[src/rtl/fb_pkg.sv]
// rtl/fb_pkg.sv - framebuffer geometry, host register map and fill FSM states
package fb_pkg;

  localparam int FB_WORDS = 9600;
  localparam int ADDR_W   = 15;

  localparam logic [14:0] PATTERN_ADDR = 15'h7FF0;
  localparam logic [14:0] CMD_ADDR     = 15'h7FF1;

  localparam int CMD_START = 0;
  localparam int CMD_ABORT = 1;
  localparam int CMD_SYNC  = 2;

  typedef enum logic [1:0] {
    ST_IDLE,
    ST_WAIT_VBL,
    ST_FILL,
    ST_DONE
  } fb_state_e;

endpackage

[src/rtl/fb_fill_ctrl.sv]
// rtl/fb_fill_ctrl.sv - framebuffer fill engine sharing one write port with host pixel writes
module fb_fill_ctrl #(
  parameter int FB_WORDS = fb_pkg::FB_WORDS,
  parameter int ADDR_W   = fb_pkg::ADDR_W
) (
  input  logic              clk,
  input  logic              reset,
  input  logic              chipselect,
  input  logic              write,
  input  logic [ADDR_W-1:0] address,
  input  logic [31:0]       writedata,
  input  logic              vblank,
  output logic              fb_we,
  output logic [ADDR_W-1:0] fb_addr,
  output logic [31:0]       fb_wdata,
  output logic              busy,
  output logic              done
);
  import fb_pkg::*;

  fb_state_e         r_state;
  fb_state_e         w_next;
  logic [ADDR_W-1:0] r_count;
  logic [31:0]       r_pattern;
  logic [31:0]       r_fill_data;
  logic              r_fb_we;
  logic [ADDR_W-1:0] r_fb_addr;
  logic [31:0]       r_fb_wdata;

  logic w_host_wr;
  logic w_pix_wr;
  logic w_pat_wr;
  logic w_cmd_wr;
  logic w_start;
  logic w_abort;
  logic w_launch;
  logic w_fill_issue;
  logic w_last;

  assign w_host_wr    = chipselect && write;
  assign w_pix_wr     = w_host_wr && (address < ADDR_W'(FB_WORDS));
  assign w_pat_wr     = w_host_wr && (address == ADDR_W'(PATTERN_ADDR));
  assign w_cmd_wr     = w_host_wr && (address == ADDR_W'(CMD_ADDR));
  assign w_start      = w_cmd_wr && writedata[CMD_START];
  assign w_abort      = w_cmd_wr && writedata[CMD_ABORT];
  assign w_launch     = (r_state == ST_IDLE) && w_start && !w_abort;
  // Host pixel writes own the port; the fill only uses otherwise idle cycles.
  assign w_fill_issue = (r_state == ST_FILL) && !w_pix_wr && !w_abort;
  assign w_last       = (r_count == ADDR_W'(FB_WORDS - 1));

  always_comb begin
    w_next = r_state;
    case (r_state)
      ST_IDLE: begin
        if (w_launch) w_next = writedata[CMD_SYNC] ? ST_WAIT_VBL : ST_FILL;
      end
      ST_WAIT_VBL: begin
        if (w_abort)     w_next = ST_IDLE;
        else if (vblank) w_next = ST_FILL;
      end
      ST_FILL: begin
        if (w_abort)                     w_next = ST_IDLE;
        else if (w_fill_issue && w_last) w_next = ST_DONE;
      end
      ST_DONE: w_next = ST_IDLE;
      default: w_next = ST_IDLE;
    endcase
  end

  always_ff @(posedge clk) begin
    if (!reset) begin
      r_state     <= ST_IDLE;
      r_count     <= '0;
      r_pattern   <= '0;
      r_fill_data <= '0;
      r_fb_we     <= 1'b0;
      r_fb_addr   <= '0;
      r_fb_wdata  <= '0;
    end else begin
      r_state <= w_next;
      if (w_pat_wr) r_pattern <= writedata;
      if (w_launch) begin
        r_fill_data <= r_pattern;
        r_count     <= '0;
      end else if (w_fill_issue && !w_last) begin
        r_count <= r_count + 1'b1;
      end
      r_fb_we <= w_pix_wr || w_fill_issue;
      if (w_pix_wr) begin
        r_fb_addr  <= address;
        r_fb_wdata <= writedata;
      end else if (w_fill_issue) begin
        r_fb_addr  <= r_count;
        r_fb_wdata <= r_fill_data;
      end else begin
        r_fb_addr  <= '0;
        r_fb_wdata <= '0;
      end
    end
  end

  assign fb_we    = r_fb_we;
  assign fb_addr  = r_fb_addr;
  assign fb_wdata = r_fb_wdata;
  assign busy     = (r_state == ST_WAIT_VBL) || (r_state == ST_FILL);
  assign done     = (r_state == ST_DONE);

endmodule

[config.mk]
export PLATFORM = sky130hd
export DESIGN_NAME = fb_fill_ctrl
export DESIGN_NICKNAME = d
export VERILOG_FILES = /design/src/rtl/fb_pkg.sv /design/src/rtl/fb_fill_ctrl.sv
export SDC_FILE = /design/constraint.sdc
export NUM_CORES = 1
export LEC_CHECK = 0
export ABC_AREA = 1
export BUFFER_PORTS_ARGS = -buffer_cell sky130_fd_sc_hd__buf_2
export CAP_MARGIN = 20
export CELL_PAD_IN_SITES_DETAIL_PLACEMENT = 0
export CELL_PAD_IN_SITES_GLOBAL_PLACEMENT = 1
export CORE_MARGIN = 5
export CORE_UTILIZATION = 36
export DETAILED_ROUTE_END_ITERATION = 8
export PLACE_DENSITY = 0.75
export REMOVE_ABC_BUFFERS = 1
export SLEW_MARGIN = 20
export SYNTH_ARGS = -nofsm -noshare
export SYNTH_HDL_FRONTEND = slang
export SYNTH_SLANG_ARGS = --single-unit
[constraint.sdc]
create_clock -name clk -period 1.7 [get_ports clk]
set_clock_uncertainty 0.15 [all_clocks]
set_input_delay 0.34 -clock clk [delete_from_list [all_inputs] [get_ports clk]]
set_output_delay 0.34 -clock clk [all_outputs]
set_load 0.02 [all_outputs]
==> results of run 1 <==
==> final cells by class <==
| cell class | count | area (sq um) | share of cell area |
|---|---|---|---|
| flip-flops and latches | 129 | 2590 | 0.374 |
| multi-input cells | 421 | 2140 | 0.310 |
| repair buffers | 147 | 990 | 0.143 |
| clock buffers | 22 | 484 | 0.0701 |
| inverters | 92 | 349 | 0.0505 |
| well taps | 180 | 225 | 0.0326 |
| clock inverters | 9 | 130 | 0.0188 |
==> flip-flops by register name, indices dropped and copies added, names as in the netlist <==
name / flops
fb_wdata: 32
r_fill_data: 32
r_pattern: 32
fb_addr: 15
r_count: 15
r_state: 2
fb_we: 1
==> where the power goes <==
group          switching (mW)  total, mW  internal, mW
clock network            1.31       3.76          2.45
logic                   0.808       1.41         0.602
registers              0.0422       3.13          3.09
total                    2.16       8.30          6.14
==> worst register-to-register path: cells and delay by family, from the launching register on <==
family	cells	cell delay (ns)
XOR/XNOR	1	0.16
AO/OA/AOI/OAI	1	0.13
AND/OR/NAND/NOR	4	0.63
flip-flops	1	0.46
==> per-stage QoR <==
step                hold WS (ns)  std cells  setup slack (ns)  utilization  total power [mW]
finish                    0.0307       1000            0.0226        0.494              8.30
global route              0.0188       1000           -0.0662        0.494              8.70
CTS                       0.0107        995           -0.0234        0.483              8.29
detailed placement         0.282        960            -0.160        0.435              4.40
global placement           0.277        960            -0.132        0.435              4.38
floorplan                  0.270        642            -0.727            -              3.83
==> logic make-up after synthesis <==
kind of cell,after synthesis,share of synthesized area
AND/OR/NAND/NOR,213,0.175
AO/OA/AOI/OAI,191,0.190
buffers and inverters,130,0.101
flip-flops,129,0.500
XOR/XNOR,11,0.0187
adder cells (fa/ha/maj),6,0.0145
==> routing by layer <==
metal / track usage / part of all wire / wire length (um) / vias to the layer above
met5: 0 / 0 / 0 / -
met4: 0.0556 / 0.0046 / 62 / 0
met3: 0.0499 / 0.059 / 792 / 5
met2: 0.246 / 0.46 / 6200 / 108
met1: 0.216 / 0.47 / 6380 / 2103
li1: - / - / - / 2420
==> timing repair <==
item	CTS	global route
gates resized for setup	9	29
setup buffers	4	3
pin swaps	5	9
hold buffers	0	0
endpoints found under the setup margin	36	49
cloned	0	2
==> cells in the final DEF, fill, tap and decap left out, types with 2 or more instances in the layout <==
cell / Yosys / final
nor3_1: 9 / 7
clkinv_2: 1 / 3
buf_12: 0 / 7
nor2_4: 3 / 4
nand2_2: 1 / 4
nand3_1: 12 / 12
ha_4: 0 / 3
buf_4: 2 / 36
nor2_1: 25 / 22
clkbuf_8: 0 / 4
clkbuf_16: 0 / 19
o21ai_0: 68 / 61
a21oi_1: 117 / 117
buf_2: 9 / 99
buf_6: 2 / 3
nor2_2: 1 / 3
clkinvlp_4: 0 / 4
dfxtp_1: 129 / 125
ha_1: 6 / 2
nor3_2: 0 / 2
inv_2: 2 / 4
a21oi_2: 6 / 6
o21ai_1: 0 / 7
nand3_4: 2 / 3
xnor2_1: 2 / 2
dfxtp_2: 0 / 4
nand3_2: 3 / 2
inv_1: 89 / 85
xor2_1: 9 / 9
nand2_1: 155 / 151
bufinv_16: 0 / 3
==> cell usage after synthesis, drive strengths merged (2+ instances only) <==
library cell	instances
o21ai	68
nor2	29
buf	13
xnor2	2
a21oi	123
nand3	17
xor2	9
dfxtp	129
ha	6
inv	91
nand2	156
clkbuf	25
nor3	9
==> path summary, 6_finish.rpt <==
kind / endpoint / slack, ns / depth (start not counted)
worst min-delay path: fb_wdata[12]$_SDFF_PN0_ / 0.03 / 3
worst max register to register: r_count[13]$_SDFFE_PP0P_ / 0.09 / 6
worst min register to register: r_fill_data[8]$_SDFFE_PN0P_ / 0.29 / 2
worst max-delay path: busy / 0.02 / 3
==> metrics, run 1 <==
run status finished, final reports clean; vias per inst 4.64; total count of max-transition violations in the final report 0; Post-Route WL 13.4 mm; total of max-cap violations 0; number of storage elements in the synthesis netlist 129; Finish-stage setup viols 0; sum of negative setup slack 0 ns; Worst setup startpoint r_state[0]$_SDFFE_PN0P_; residual antenna-violating net count after detailed routing 0; HPWL after detailed placement 8.73 mm; Skew-Pair Late Insertion Delay 0.42 ns; Placeable Area 14000 sq um; total CTS buffers 17; series of cell instances along the critical path inv_4 > ha_4 > buf_6; ratio of cells with drive above 1 in the final layout 0.265; worst rel slew slack 0.742; wire length of the first global-routing pass 21.4 mm; ports placed on the boundary 102; leakage 2.74 nW; register area share after synthesis 0.500; largest vdd supply drop 694 uV; area delta synth->final 33.9%; standard cell with the maximum stage delay on the critical path dfxtp_2; Max Buffers Root-to-Sink 2; reg2reg start r_count[2]$_SDFFE_PP0P_; DIE AREA 16800 sq um; TritonCTS Sinks 129; total DRC errors in the routed layout 0; largest net degree at the start of global routing 66; source of the worst hold timing path writedata[12]; proportion of netlist area held by the largest area contributor 0.500; Synth warnings 0; Clock H-tree levels 4; biggest cell delay along the critical path 0.35 ns; syn_area_per_cell 7.59 sq um; WP buf/inv 2; number of global-route vias before repair 4357; total global routing track utilization 0.161; Crit. End Element primary output; master cell of the clock root buffer clkbuf_16; number of flops mapped to enable cells by yosys 0; Clk pin slew, worst setup/hold paths 0.06 ns; Critical Path Source Type flop; ys flop type dfxtp_1; cells taking the most area after synthesis dfxtp_1 (50%), a21oi_1 (11%), nand2_1 (11%); crit path max fanout 3; fraction of the cycle the final worst path needs 0.987; area leader, netlist dfxtp_1; initial DRC count 284; DRT Pass-1 Iters 4; initial cell density of the core 0.369; total of buffers placed on input and output ports 101; RSZ-0062 raised after global routing yes; type of the worst min-delay path primary input to flop; drt wl/cell 13.4 um; Tightest Pin Transition 0.385 ns; filler cell count 1337; power density relative to cell area 1200 nW/um^2; number of antenna violations at the first check in global routing 0; overall die height 130 um; area of all placed cells without fillers 6910 sq um; overall via count from detail_route 4636; largest delay contributor family on the critical path flip-flops; count of endpoints failing hold in the final timing report 0; die extent in x 130 um; placer congestion estimate 0.907; instance area after placement 6080 sq um; data required time of the worst path 1.21 ns; mapped cell area 5160 sq um; Crit path arrival time 1.19 ns; share of async-settable or async-resettable flops after synthesis 0; min cycle time layout 1.68 ns; total congestion overflow 0; number of antenna cells inserted 0; maximum frequency from static timing analysis 596 MHz; Critical Setup Path Class flop to primary output; Mapped Cells 680; TritonCTS clock tree done; num rows 43; unique cell type count in the Yosys netlist 25; net count of the finished layout 866
Note: power is estimated with default switching activity, not from simulation.
==> run 2: changes to the inputs <==
Settings changed: BUFFER_PORTS_ARGS -buffer_cell sky130_fd_sc_hd__buf_2 to -buffer_cell sky130_fd_sc_hd__buf_4.
==> metrics, run 2 (synthesis gave the netlist of run 1 again) <==
Crit. End Element primary output; net count of the finished layout 864 (-0.23%); Clk pin slew, worst setup/hold paths 0.06 ns (about the same); endpoint of the worst hold path fb_addr[5]$_SDFF_PN0_; data required time of the worst path 1.21 ns (about the same); CTS Hold Bufs 0 (unchanged); number of antenna violations at the first check in global routing 0 (unchanged); sum of negative setup slack 0 ns (unchanged); Worst Slack Setup Final 0.0336 ns (+0.0109 ns); Tightest Pin Transition 0.475 ns (+0.0897 ns); Crit path arrival time 1.18 ns (about the same); instance area after placement 6340 sq um (+4.2%); count of endpoints failing hold in the final timing report 0 (unchanged); placer congestion estimate 0.863 (-4.8%); Critical Path Source Type flop; number of global-route vias before repair 4466 (+2.5%); TritonCTS Sinks 129 (unchanged); Placeable Area 14000 sq um (unchanged); sw frac 0.271 (+0.0110); drt wl/cell 13.4 um (+0.15%); master cell of the clock root buffer clkbuf_16; reg2reg start r_count[0]$_SDFFE_PP0P_; instance count along the most critical hold path 3 (unchanged); num rows 43 (unchanged); internal power of the cells 5.89 mW (-4.0%); HPWL after detailed placement 9.01 mm (+3.3%); crit path max fanout 4 (+1); total count of max-transition violations in the final report 0 (unchanged); ports placed on the boundary 102 (unchanged); area of all placed cells without fillers 7060 sq um (+2.1%); Clock H-tree levels 4 (unchanged); overall die height 130 um (unchanged); vias per inst 4.63 (about the same); leakage 2.75 nW (+0.23%); power density relative to cell area 1150 nW/um^2 (-4.6%); largest net degree at the start of global routing 64 (-3.0%); DIE AREA 16800 sq um (unchanged); RSZ-0062 raised after global routing yes; area delta synth->final 36.7%; worst rel slew slack 0.682 (-0.0600); residual antenna-violating net count after detailed routing 0 (unchanged); DRT Pass-1 Iters 4 (unchanged); number of antenna cells inserted 0 (unchanged); Seq pwr share 0.387 (+0.009); total of max-cap violations 0 (unchanged); Clk network pwr share 0.437 (-0.016); reg-to-reg endpoint r_state[1]$_SDFFE_PN0P_; overall via count from detail_route 4627 (-0.19%); initial cell density of the core 0.369 (unchanged); Critical Setup Path Class flop to primary output; run status finished, final reports clean; path depth of the worst reg2reg path 12 (+6); ratio of cells with drive above 1 in the final layout 0.261 (-0.00334); maximum frequency from static timing analysis 600 MHz (+0.66%); type of the worst min-delay path primary input to flop; share of the core filled with cells 0.504 (+0.0104); largest vdd supply drop 710 uV (+2.2%); worst slack, placed -0.134 ns (+0.0258 ns); NetSw 2.19 mW (+1.6%); min cycle time layout 1.67 ns (-0.0109 ns); initial DRC count 347 (+22%); commonest non-fill, non-tap cell in the layout nand2_1; Finish-stage setup viols 0 (unchanged); Max Buffers Root-to-Sink 2 (unchanged); total CTS buffers 17 (unchanged); post-layout power 8.09 mW (-2.6%); total global routing track utilization 0.161 (about the same); total congestion overflow 0 (unchanged); fraction of the cycle the final worst path needs 0.980 (-0.00644); top library cells by usage in the layout, fill and taps aside nand2_1 (152), buf_4 (137), dfxtp_1 (125); Post-Route WL 13.4 mm (about the same); TritonCTS clock tree done; total DRC errors in the routed layout 0 (unchanged); Skew-Pair Late Insertion Delay 0.41 ns (about the same); source of the worst hold timing path address[5]; die extent in x 130 um (unchanged); worst reg-to-reg setup slack 0.08 ns (about the same); logic gate share of total power 0.176 (+0.006); wire length of the first global-routing pass 21.5 mm (+0.55%); total of buffers placed on input and output ports 101 (unchanged)
## run 2: changes by cell type in the layout (fill, tap and decap cells not counted), sizes merged
cell / change
buf: -1
bufinv: -1
clkbuf: -4
clkinv: +4
clkinvlp: -2
inv: +3
## run 2: metrics by stage
| step | instances | hold slack, ns |
|---|---|---|
| after CTS | 998 | 0.0227 |
| after global routing | 999 | 0.0261 |
| after detailed placement | 964 | 0.280 |
| final | 999 | 0.0421 |
| after global placement | 964 | 0.277 |
| after floorplan | 642 | 0.270 |
## run 2: layout make-up
class	instances	area, sq um
Clock buffer	19	443
Clock inverter	13	135
Fill cell	1403	6930
Inverter	92	350
Multi-Input combinational cell	421	2140
Sequential cell	129	2590
Tap cell	180	225
Timing Repair Buffer	145	1180
## run 2: how the worst max path moves through the flow
| stage | cells past startpoint | to | slack, ns | from |
|---|---|---|---|---|
| global route | 12 | r_state[0]$_SDFFE_PN0P_ | -0.08 | r_count[0]$_SDFFE_PP0P_ |
| floorplan | 8 | r_count[1]$_SDFFE_PP0P_ | -0.73 | r_state[0]$_SDFFE_PN0P_ |
| finish | 3 | busy | 0.03 | r_state[0]$_SDFFE_PN0P_ |
| detailed placement | 11 | r_count[1]$_SDFFE_PP0P_ | -0.13 | address[10] |
| global placement | 11 | r_count[1]$_SDFFE_PP0P_ | -0.12 | address[7] |
| CTS | 3 | busy | 0.0006 | r_state[0]$_SDFFE_PN0P_ |
## run 2: repair_timing
item | in CTS | in global routing
buffers inserted | 2 | 0
pin swaps | 4 | 10
gates resized for setup | 12 | 18
setup endpoints to repair | 11 | 21
cloned | 0 | 1
## run 2: per-layer routing
metal  global-route usage  wire length (um)
met1                0.204              6060
met2                0.262              6390
met3               0.0458               816
met4               0.0568               165
met5                    0                 0
## run 2: power by group through the flow
| stage | clock network [mW] | logic [mW] | registers (mW) |
|---|---|---|---|
| 5_1_grt | 3.78 | 1.59 | 3.14 |
| 6_report | 3.53 | 1.42 | 3.13 |
| 2_1_floorplan | 0 | 0.621 | 3.21 |
| 3_5_place_dp | 0 | 1.32 | 3.17 |
| 4_1_cts | 3.62 | 1.37 | 3.12 |
| 3_3_place_gp | 0 | 1.29 | 3.17 |
## run 2: critical path, cell delays in order (launching register included)
cell     delay [ns]
dfxtp_2        0.35
inv_4          0.05
ha_4           0.26
buf_6          0.11
